File: src/rtl/ccp_tag_pkg.sv
// ----------------------------------------------------------------------------
// ccp_tag_pkg
// Shared configuration, types and helpers for the banked CCP tag memory
// controller.
//   - Geometry localparams (sets, banks, ways, entry width) and derived widths
//   - ctrl_state_e : controller state (clear sweep / normal operation)
//   - set_bank / set_addr : split a global set index into bank and bank address
//   - entry_valid / entry_tag : field extraction from one way entry
// ----------------------------------------------------------------------------
package ccp_tag_pkg;

    localparam int N_SETS             = 1024;
    localparam int N_TAG_BANKS        = 2;
    localparam int N_WAYS             = 2;
    localparam int TAG_PER_WAY_DATA_W = 25;

    localparam int SET_W          = $clog2(N_SETS);
    localparam int BNK_W          = $clog2(N_TAG_BANKS);
    // Bank index vectors need at least one bit even with a single bank
    localparam int BNK_IDX_W      = (BNK_W > 0) ? BNK_W : 1;
    localparam int SET_PER_BANK   = N_SETS / N_TAG_BANKS;
    localparam int SET_PER_BANK_W = $clog2(SET_PER_BANK);
    localparam int TAG_W          = TAG_PER_WAY_DATA_W - 1;
    localparam int SET_DATA_W     = N_WAYS * TAG_PER_WAY_DATA_W;
    localparam int WAY_CNT_W      = $clog2(N_WAYS + 1);

    typedef enum logic [0:0] {
        ST_INIT = 1'b0,
        ST_RUN  = 1'b1
    } ctrl_state_e;

    // Low set bits pick the bank so consecutive sets land in different banks
    function automatic logic [BNK_IDX_W-1:0] set_bank(input logic [SET_W-1:0] set_idx);
        return BNK_IDX_W'(set_idx % N_TAG_BANKS);
    endfunction

    // Remaining upper set bits address the set inside its bank
    function automatic logic [SET_PER_BANK_W-1:0] set_addr(input logic [SET_W-1:0] set_idx);
        return SET_PER_BANK_W'(set_idx >> BNK_W);
    endfunction

    function automatic logic entry_valid(input logic [TAG_PER_WAY_DATA_W-1:0] entry);
        return entry[TAG_PER_WAY_DATA_W-1];
    endfunction

    function automatic logic [TAG_W-1:0] entry_tag(input logic [TAG_PER_WAY_DATA_W-1:0] entry);
        return entry[TAG_W-1:0];
    endfunction

endpackage

File: src/rtl/ccp_tag_way_cmp.sv
// ----------------------------------------------------------------------------
// ccp_tag_way_cmp
// Combinational tag compare across all ways of one set.
//   set_data  : raw set contents, way i at slice i
//   tag       : lookup tag
//   way_oh    : per-way match (valid and tag equal)
//   hit       : any way matched
//   multi_hit : more than one way matched (tag array corruption)
// ----------------------------------------------------------------------------
module ccp_tag_way_cmp
    import ccp_tag_pkg::*;
(
    input  logic [SET_DATA_W-1:0] set_data,
    input  logic [TAG_W-1:0]      tag,
    output logic [N_WAYS-1:0]     way_oh,
    output logic                  hit,
    output logic                  multi_hit
);

    logic [TAG_PER_WAY_DATA_W-1:0] entry_s;
    logic [WAY_CNT_W-1:0]          match_cnt_s;

    // Per-way match vector and match population count
    always_comb begin
        way_oh      = '0;
        entry_s     = '0;
        match_cnt_s = '0;
        for (int i = 0; i < N_WAYS; i++) begin
            entry_s = set_data[i*TAG_PER_WAY_DATA_W +: TAG_PER_WAY_DATA_W];
            if (entry_valid(entry_s) && (entry_tag(entry_s) == tag)) begin
                way_oh[i] = 1'b1;
            end else begin
                way_oh[i] = 1'b0;
            end
            match_cnt_s = match_cnt_s + WAY_CNT_W'(way_oh[i]);
        end
        hit       = |way_oh;
        multi_hit = (match_cnt_s > WAY_CNT_W'(1));
    end

endmodule

File: src/rtl/ccp_tag_bank_ctrl.sv
// ----------------------------------------------------------------------------
// ccp_tag_bank_ctrl
// Controller for the banked CCP tag SRAM. After reset it clears every set of
// every bank, then accepts one lookup or write per cycle. Lookups return a
// registered response two cycles after they fire.
//   clk, reset_n       : clock, asynchronous active-low reset
//   init_done/req_ready: high once the clear sweep has finished
//   req_*              : request (write or lookup) with set, tag, mask, data
//   rsp_*              : lookup result (valid pulse, set, hit, way vector,
//                        multi-hit error, raw set data)
//   tag_mem_*          : per-bank SRAM interface; data_out is valid the cycle
//                        after a read enable
// ----------------------------------------------------------------------------
module ccp_tag_bank_ctrl
    import ccp_tag_pkg::*;
(
    input  logic                                           clk,
    input  logic                                           reset_n,
    output logic                                           init_done,
    input  logic                                           req_valid,
    output logic                                           req_ready,
    input  logic                                           req_write,
    input  logic [SET_W-1:0]                               req_set,
    input  logic [TAG_W-1:0]                               req_tag,
    input  logic [N_WAYS-1:0]                              req_way_mask,
    input  logic [SET_DATA_W-1:0]                          req_wdata,
    output logic                                           rsp_valid,
    output logic [SET_W-1:0]                               rsp_set,
    output logic                                           rsp_hit,
    output logic [N_WAYS-1:0]                              rsp_hit_way_oh,
    output logic                                           rsp_multi_hit,
    output logic [SET_DATA_W-1:0]                          rsp_rdata,
    output logic [N_TAG_BANKS-1:0]                         tag_mem_chip_en,
    output logic [N_TAG_BANKS-1:0]                         tag_mem_write_en,
    output logic [N_TAG_BANKS*N_WAYS-1:0]                  tag_mem_write_en_mask,
    output logic [N_TAG_BANKS*SET_PER_BANK_W-1:0]          tag_mem_address,
    output logic [N_TAG_BANKS*SET_DATA_W-1:0]              tag_mem_data_in,
    input  logic [N_TAG_BANKS*SET_DATA_W-1:0]              tag_mem_data_out
);

    ctrl_state_e               state_r;
    ctrl_state_e               state_nxt_s;
    logic [SET_PER_BANK_W-1:0] init_cnt_r;
    logic [SET_PER_BANK_W-1:0] init_cnt_nxt_s;
    logic                      init_done_r;

    logic                      fire_s;
    logic                      rd_fire_s;
    logic [BNK_IDX_W-1:0]      req_bank_s;
    logic [SET_PER_BANK_W-1:0] req_addr_s;

    logic                      s1_valid_r;
    logic [BNK_IDX_W-1:0]      s1_bank_r;
    logic [SET_W-1:0]          s1_set_r;
    logic [TAG_W-1:0]          s1_tag_r;

    logic [SET_DATA_W-1:0]     rd_data_s;
    logic [N_WAYS-1:0]         cmp_way_oh_s;
    logic                      cmp_hit_s;
    logic                      cmp_multi_s;

    logic                      rsp_valid_r;
    logic [SET_W-1:0]          rsp_set_r;
    logic                      rsp_hit_r;
    logic [N_WAYS-1:0]         rsp_way_oh_r;
    logic                      rsp_multi_r;
    logic [SET_DATA_W-1:0]     rsp_rdata_r;

    assign fire_s     = req_valid & init_done_r;
    assign rd_fire_s  = fire_s & ~req_write;
    assign req_bank_s = set_bank(req_set);
    assign req_addr_s = set_addr(req_set);

    // State, clear-sweep counter and init_done registers
    always_ff @(posedge clk or negedge reset_n) begin
        if (!reset_n) begin
            state_r     <= ST_INIT;
            init_cnt_r  <= '0;
            init_done_r <= 1'b0;
        end else begin
            state_r     <= state_nxt_s;
            init_cnt_r  <= init_cnt_nxt_s;
            init_done_r <= (state_nxt_s == ST_RUN);
        end
    end

    // Next state: sweep every bank address once, then run forever
    always_comb begin
        state_nxt_s    = state_r;
        init_cnt_nxt_s = init_cnt_r;
        case (state_r)
            ST_INIT: begin
                init_cnt_nxt_s = init_cnt_r + SET_PER_BANK_W'(1);
                if (init_cnt_r == SET_PER_BANK_W'(SET_PER_BANK - 1)) begin
                    state_nxt_s = ST_RUN;
                end else begin
                    state_nxt_s = ST_INIT;
                end
            end
            ST_RUN: begin
                state_nxt_s = ST_RUN;
            end
            default: begin
                state_nxt_s    = ST_INIT;
                init_cnt_nxt_s = '0;
            end
        endcase
    end

    // SRAM drive: clear all banks during the sweep, else only the request's bank
    always_comb begin
        tag_mem_chip_en       = '0;
        tag_mem_write_en      = '0;
        tag_mem_write_en_mask = '0;
        tag_mem_address       = '0;
        tag_mem_data_in       = '0;
        case (state_r)
            ST_INIT: begin
                for (int b = 0; b < N_TAG_BANKS; b++) begin
                    tag_mem_chip_en[b]                                  = 1'b1;
                    tag_mem_write_en[b]                                 = 1'b1;
                    tag_mem_write_en_mask[b*N_WAYS +: N_WAYS]           = '1;
                    tag_mem_address[b*SET_PER_BANK_W +: SET_PER_BANK_W] = init_cnt_r;
                end
            end
            ST_RUN: begin
                if (fire_s) begin
                    for (int b = 0; b < N_TAG_BANKS; b++) begin
                        if (BNK_IDX_W'(b) == req_bank_s) begin
                            tag_mem_chip_en[b]  = 1'b1;
                            tag_mem_write_en[b] = req_write;
                            // Reads fetch the whole set regardless of the request mask
                            if (req_write) begin
                                tag_mem_write_en_mask[b*N_WAYS +: N_WAYS] = req_way_mask;
                            end else begin
                                tag_mem_write_en_mask[b*N_WAYS +: N_WAYS] = '1;
                            end
                            tag_mem_address[b*SET_PER_BANK_W +: SET_PER_BANK_W] = req_addr_s;
                            tag_mem_data_in[b*SET_DATA_W +: SET_DATA_W]         = req_wdata;
                        end else begin
                            tag_mem_chip_en[b] = 1'b0;
                        end
                    end
                end else begin
                    tag_mem_chip_en = '0;
                end
            end
            default: begin
                tag_mem_chip_en = '0;
            end
        endcase
    end

    // Stage 1: remember which bank/set/tag the outstanding read belongs to
    always_ff @(posedge clk or negedge reset_n) begin
        if (!reset_n) begin
            s1_valid_r <= 1'b0;
            s1_bank_r  <= '0;
            s1_set_r   <= '0;
            s1_tag_r   <= '0;
        end else begin
            s1_valid_r <= rd_fire_s;
            if (rd_fire_s) begin
                s1_bank_r <= req_bank_s;
                s1_set_r  <= req_set;
                s1_tag_r  <= req_tag;
            end
        end
    end

    assign rd_data_s = tag_mem_data_out[int'(s1_bank_r)*SET_DATA_W +: SET_DATA_W];

    ccp_tag_way_cmp u_way_cmp (
        .set_data  (rd_data_s),
        .tag       (s1_tag_r),
        .way_oh    (cmp_way_oh_s),
        .hit       (cmp_hit_s),
        .multi_hit (cmp_multi_s)
    );

    // Stage 2: register the compare result as the response
    always_ff @(posedge clk or negedge reset_n) begin
        if (!reset_n) begin
            rsp_valid_r  <= 1'b0;
            rsp_set_r    <= '0;
            rsp_hit_r    <= 1'b0;
            rsp_way_oh_r <= '0;
            rsp_multi_r  <= 1'b0;
            rsp_rdata_r  <= '0;
        end else begin
            rsp_valid_r <= s1_valid_r;
            if (s1_valid_r) begin
                rsp_set_r    <= s1_set_r;
                rsp_hit_r    <= cmp_hit_s;
                rsp_way_oh_r <= cmp_way_oh_s;
                rsp_multi_r  <= cmp_multi_s;
                rsp_rdata_r  <= rd_data_s;
            end
        end
    end

    assign init_done      = init_done_r;
    assign req_ready      = init_done_r;
    assign rsp_valid      = rsp_valid_r;
    assign rsp_set        = rsp_set_r;
    assign rsp_hit        = rsp_hit_r;
    assign rsp_hit_way_oh = rsp_way_oh_r;
    assign rsp_multi_hit  = rsp_multi_r;
    assign rsp_rdata      = rsp_rdata_r;

endmodule

File: config.mk
export PLATFORM = sky130hd
export DESIGN_NAME = ccp_tag_bank_ctrl
export DESIGN_NICKNAME = d
export VERILOG_FILES = /design/src/rtl/ccp_tag_pkg.sv /design/src/rtl/ccp_tag_way_cmp.sv /design/src/rtl/ccp_tag_bank_ctrl.sv
export SDC_FILE = /design/constraint.sdc
export NUM_CORES = 1
export LEC_CHECK = 0
export ABC_AREA = 1
export CORE_AREA = 2 2 149 151
export DETAILED_ROUTE_END_ITERATION = 10
export DIE_AREA = 0 0 151 153
export GPL_ROUTABILITY_DRIVEN = 0
export GPL_TIMING_DRIVEN = 1
export PLACE_DENSITY_LB_ADDON = 0.2
export REMOVE_ABC_BUFFERS = 1
export SLEW_MARGIN = 20
export SYNTH_ARGS = -nofsm -noshare
export SYNTH_HDL_FRONTEND = slang
export SYNTH_SLANG_ARGS = --single-unit
File: constraint.sdc
create_clock -name clk -period 3.7 [get_ports clk]
set_clock_uncertainty 0.15 [all_clocks]
set_input_delay 0.74 -clock clk [delete_from_list [all_inputs] [get_ports clk]]
set_output_delay 0.74 -clock clk [all_outputs]
set_load 0.1 [all_outputs]
## Word-level counts from Yosys, hierarchy flattened

Cells that the tools add are included.

| cells by class | value |
|---|---|
| equal/unequal tests | 3 |
| reductions and logical operators | 3 |
| $add $sub $neg | 2 |
| bitwise operators | 4 |
| magnitude comparators | 1 |
| $mul | 1 |
| shifts and indexed selects | 1 |
| multiplexer cells | 25 |

Operators with widths:

| kind | count |
|---|---|
| 100-bit 2-to-1 mux | 2 |
| 50-bit 2-to-1 mux | 2 |
| 100-bit by 8-bit indexed part select with 50-bit output | 1 |
| 24-bit == test | 2 |
| 18-bit case mux with 2 select lines | 1 |
| 18-bit 2-to-1 mux | 1 |
| 9-bit 2-to-1 mux | 2 |
| 2-bit 2-to-1 mux | 5 |
| 9-bit by 1-bit adder with 9-bit output, second input constant | 1 |
| 9-bit == test, second input constant | 1 |
| 2-bit case mux with 2 select lines | 2 |
| 4-bit case mux with 2 select lines | 1 |
| 1-bit 2-to-1 mux | 7 |
| 1-bit by 5-bit multiplier with 6-bit output, second input constant | 1 |
| 4-bit 2-to-1 mux | 1 |
| 1-bit by 1-bit adder with 2-bit output | 1 |
| 1-bit AND | 2 |
| 2-bit by 1-bit > comparator with 1-bit output, second input constant | 1 |
| 1-bit logical AND | 2 |
| 1-bit NOT | 2 |
| 1-bit case mux with 2 select lines | 1 |
| 2-bit OR reduction | 1 |

| word-level totals | value |
|---|---|
| word-level logic and storage cells | 52 |
| input port bits | 190 |
| register bits | 111 |
| output and inout bits | 193 |

## Longest topological paths before layout

| depth | value |
|---|---|
| depth in word-level cells | 7 |
| gate-level depth with buffers | 13 |
| gate-level depth less buffers | 12 |

## By module

A second synthesis with hierarchy kept.

| second synthesis, totals | value |
|---|---|
| cell total of the unflattened synthesis | 1002 |
| area, all modules | 6906.6 um2 |

Modules (own cells, without submodules):

| module | area each (um2) | cells an instance | sequential area each (um2) | times used |
|---|---|---|---|---|
| ccp_tag_bank_ctrl | 6039.5 | 806 | 2752.6 | 1 |
| ccp_tag_way_cmp | 867.1 | 196 | 0.0 | 1 |

## Least setup slack after synthesis

OpenSTA, ideal clock, no wires.

| timing path | value |
|---|---|
| path type | register to output |
| from | register init_done_r (netlist: init_done) |
| to | output port tag_mem_address[6] |
| slack | -1056 ps |
| buffers on the path | 2 |
| arrival | 3866 ps |
| required time | 2810 ps |
| cell stages (with the launch flop) | 6 |
| cell sequence | dfrtp_1 nand2_1 or2_2 clkbuf_1 clkbuf_1 o21ai_0 |

| on the way | value |
|---|---|
| longest elaborated chain between the ends | 3 |
| elaborated cells on any way between the ends | 4 |

Ends and longest elaborated chain:

| item | RTL line | text |
|---|---|---|
| from (decl) | ccp_tag_bank_ctrl.sv:45 | `logic init_done_r;` |
| from (signal assigned) | ccp_tag_bank_ctrl.sv:83 | `init_done_r <= (state_nxt_s == ST_RUN);` |
| 1-bit AND | ccp_tag_bank_ctrl.sv:69 | `assign fire_s = req_valid & init_done_r;` |
| 18-bit 2-to-1 mux | ccp_tag_bank_ctrl.sv:127 | `if (fire_s) begin` |
| 18-bit case mux with 2 select lines * | ccp_tag_bank_ctrl.sv:117 | `case (state_r)` |
| to (decl) | ccp_tag_bank_ctrl.sv:36 | `output logic [N_TAG_BANKS*SET_PER_BANK_W-1:0] tag_mem_address,` |

Mark *: on every way between the ends. The rest lies on a longest branch, timed or not.

## Worst setup path after layout

| timing path | value |
|---|---|
| from | input port req_valid |
| to | output port tag_mem_address[6] |

| on the way | value |
|---|---|
| longest elaborated chain between the ends | 3 |

Ends and longest elaborated chain:

| item | RTL line | text |
|---|---|---|
| from (decl) | ccp_tag_bank_ctrl.sv:20 | `input logic req_valid,` |
| 1-bit AND | ccp_tag_bank_ctrl.sv:69 |  |
| 18-bit 2-to-1 mux | ccp_tag_bank_ctrl.sv:127 |  |
| 18-bit case mux with 2 select lines | ccp_tag_bank_ctrl.sv:117 |  |

Every way passes these cells.

==> flow_summary.json <==
{
  "status": "completed",
  "worstSetupEndpointType": "output port",
  "grt_max_degree": 77,
  "cp_data_arrival_time_ns": 2.45,
  "cts_made_buffers": 9,
  "layout_commonest_cell": "nand2_1",
  "vias": 7519,
  "slowest_delay_ns": 0.49,
  "synth_area_leaders": "dfrtp_1, nand2_1, nor2_1",
  "post-cts-setup-buffers": 0,
  "layout_common_cells": "nand2_1, clkdlybuf4s50_1, nor2_1, buf_12, inv_1",
  "grt_pass1_wl_um": 41600,
  "routed_wl_um": 27200,
  "drive_gt1_share_pct": 13.5,
  "routedWlPerCell_um": 16.8,
  "p_int_mw": 1.94,
  "worst_pin_slew_ns": 1.01,
  "initial_core_util_pct": 29.9,
  "crit_type": "in -> out",
  "via_per_inst": 4.64,
  "die_x_um": 151,
  "ys_types": 25,
  "first_pass_iters": 4,
  "syn2layout_area_growth_pct": 86.8,
  "drv_cap": 0,
  "clock_path_buffers": 2,
  "power_density_nw_per_um2": 209,
  "tritoncts": "yes",
  "start_kind": "primary input",
  "gr-total-overflow": 0,
  "ant_nets": 0,
  "cts_sinks": 110,
  "p_leak_nw": 5.73,
  "rsz0062_at_grt": "false",
  "antenna_found_initial": 0,
  "fmax_mhz": 300,
  "crit_top_cell": "buf_12",
  "cts_hold_buf": 0,
  "grtUsageTotal_pct": 23.2,
  "route.detailed.drc": 0,
  "max-slew-margin-rel_pct": 32.6,
  "path_cells": "clkdlybuf4s50_1 > nand2_1 > or2_2 > buf_12 > o21ai_0 > buf_12",
  "synth_top_cell_area_share_pct": 42.8,
  "clock_latency_ns": 0.35,
  "core_sq_um": 21500,
  "finalSetupViolCount": 0,
  "max-vdd-ir-drop_mv": 0.156,
  "root_buffer": "clkbuf_16",
  "yosysWarnings": 0,
  "final_hold_viol_count": 0,
  "clk_pin_slew_ns": 0.08,
  "pwr-share-clk_pct": 38.6,
  "port_buffers": 382,
  "fillers": 1967,
  "chipHeight_um": 153,
  "h-tree-depth": 3,
  "placed_cells": 1604,
  "dr.first_iter.drc_count": 367,
  "ys_ff_latch": 110,
  "comb_power_share_pct": 13.6,
  "yosys.area.top_type": "dfrtp_1",
  "grt_pass1_vias": 7461,
  "dpl.hpwl_um": 21600,
  "seq_area_frac_synth_pct": 42.8,
  "netlist_instances": 978,
  "switching_share_pct": 23.0,
  "instances_no_fill": 1620,
  "insertedDiodeCount": 0,
  "fin_hold_ws_ns": 0.224,
  "net-switching-power_mw": 0.578,
  "cts_resized": 0,
  "critPathMaxFanout": 63,
  "pin_count": 383,
  "fp-row-count": 54,
  "p_seq_share_pct": 47.8,
  "fin_crit_sh_pct": 90.2,
  "finalCriticalPeriod_ns": 3.34,
  "hold_path.class": "in -> async",
  "worst-endpoint-required_ns": 2.81,
  "avgSynthCellArea_sq_um": 6.57,
  "layout.nets": 1527,
  "critPathSlowestCell": "clkdlybuf4s50_1",
  "die_area_sq_um": 23100,
  "slew_viol_final": 0,
  "syn-cell-area_sq_um": 6420
}
-- worst max-delay path: cells and delay by family --
| family | cells | cell delay, ns |
|---|---|---|
| compound gates | 1 | 0.34 |
| buf+inv | 3 | 0.92 |
| simple gates | 2 | 0.43 |
-- routing by layer --
layer / routed length (um) / track usage, % / up-vias
met5: 0 / 0 / -
li1: - / - / 3751
met4: 496 / 6.01 / 0
met1: 10600 / 27.2 / 3451
met3: 2250 / 6.09 / 29
met2: 13800 / 41.7 / 288
-- synthesized netlist by cell type, drive strengths merged --
cell	n
clkbuf	31
ha	2
dfrtp	110
inv	116
or2	4
a31oi	43
xnor2	1
buf	16
o211ai	2
nand2	338
a21oi	1
o21ai	55
nor2	180
nand4	2
o22ai	15
nand3	55
xor2	5
clkinv	2
-- cell families after synthesis --
logic type	Yosys count	share of synthesized area (%)
xor gates and xnor gates	6	0.818
and+or+nand+nor	579	35.2
AOI/OAI and AO/OA	116	10.2
buffers and inverters	165	10.5
DFF	110	42.8
adders and majority gates	2	0.389
-- sequential cells by signal, summed over array words and instances (netlist names) --
name and count:
init_cnt_r 9, rsp_hit 1, rsp_set 10, rsp_valid 1, rsp_multi_hit 1, s1_tag_r 24
rsp_hit_way_oh 2, s1_valid_r 1, init_done 1, rsp_rdata 50, s1_set_r 10
-- through the flow --
step	utilization (%)	setup slack, ns	total power, mW	cell area, sq um	setup TNS, ns
4_1_cts	55.9	0.344	2.55	12000	0
6_report	55.9	0.362	2.51	12000	0
5_1_grt	55.9	0.284	2.63	12000	0
3_3_place_gp	54.5	0.379	1.57	11700	0
2_1_floorplan	-	-3.52	1.31	6190	-276.70
3_5_place_dp	54.5	0.342	1.57	11700	0
-- final cells by class --
cell class,count,area [sq um],area share [%]
clock inverter,4,47.5,0.396
multi-input combinational,703,3010,25.1
tap,280,350,2.92
clock buffer,12,236,1.97
timing repair buffer,393,5150,43.0
inverter,118,443,3.69
sequential,110,2760,23.0
-- power by group through the flow --
stage	Sequential, mW	Combinational [mW]	Clock (mW)
after global placement	1.22	0.347	0
after detailed placement	1.22	0.345	0
after CTS	1.20	0.347	0.998
final	1.20	0.342	0.970
after floorplan	1.23	0.0841	0
after global routing	1.20	0.376	1.05
-- final timing paths --
path	from	slack [ns]	cells after the start	end
min reg2reg	rsp_set[2]$_DFFE_PN0P_	0.32	2	rsp_set[2]$_DFFE_PN0P_
max	req_valid	0.36	6	tag_mem_address[6]
max reg2reg	s1_set_r[0]$_DFFE_PN0P_	1.35	12	rsp_multi_hit$_DFFE_PN0P_
max in group asynchronous	reset_n	2.42	2	s1_valid_r$_DFF_PN0_
min in group clk	rsp_set[2]$_DFFE_PN0P_	0.32	2	rsp_set[2]$_DFFE_PN0P_
min	reset_n	0.22	1	rsp_rdata[21]$_DFFE_PN0P_
(Power assumes the default switching activity.)
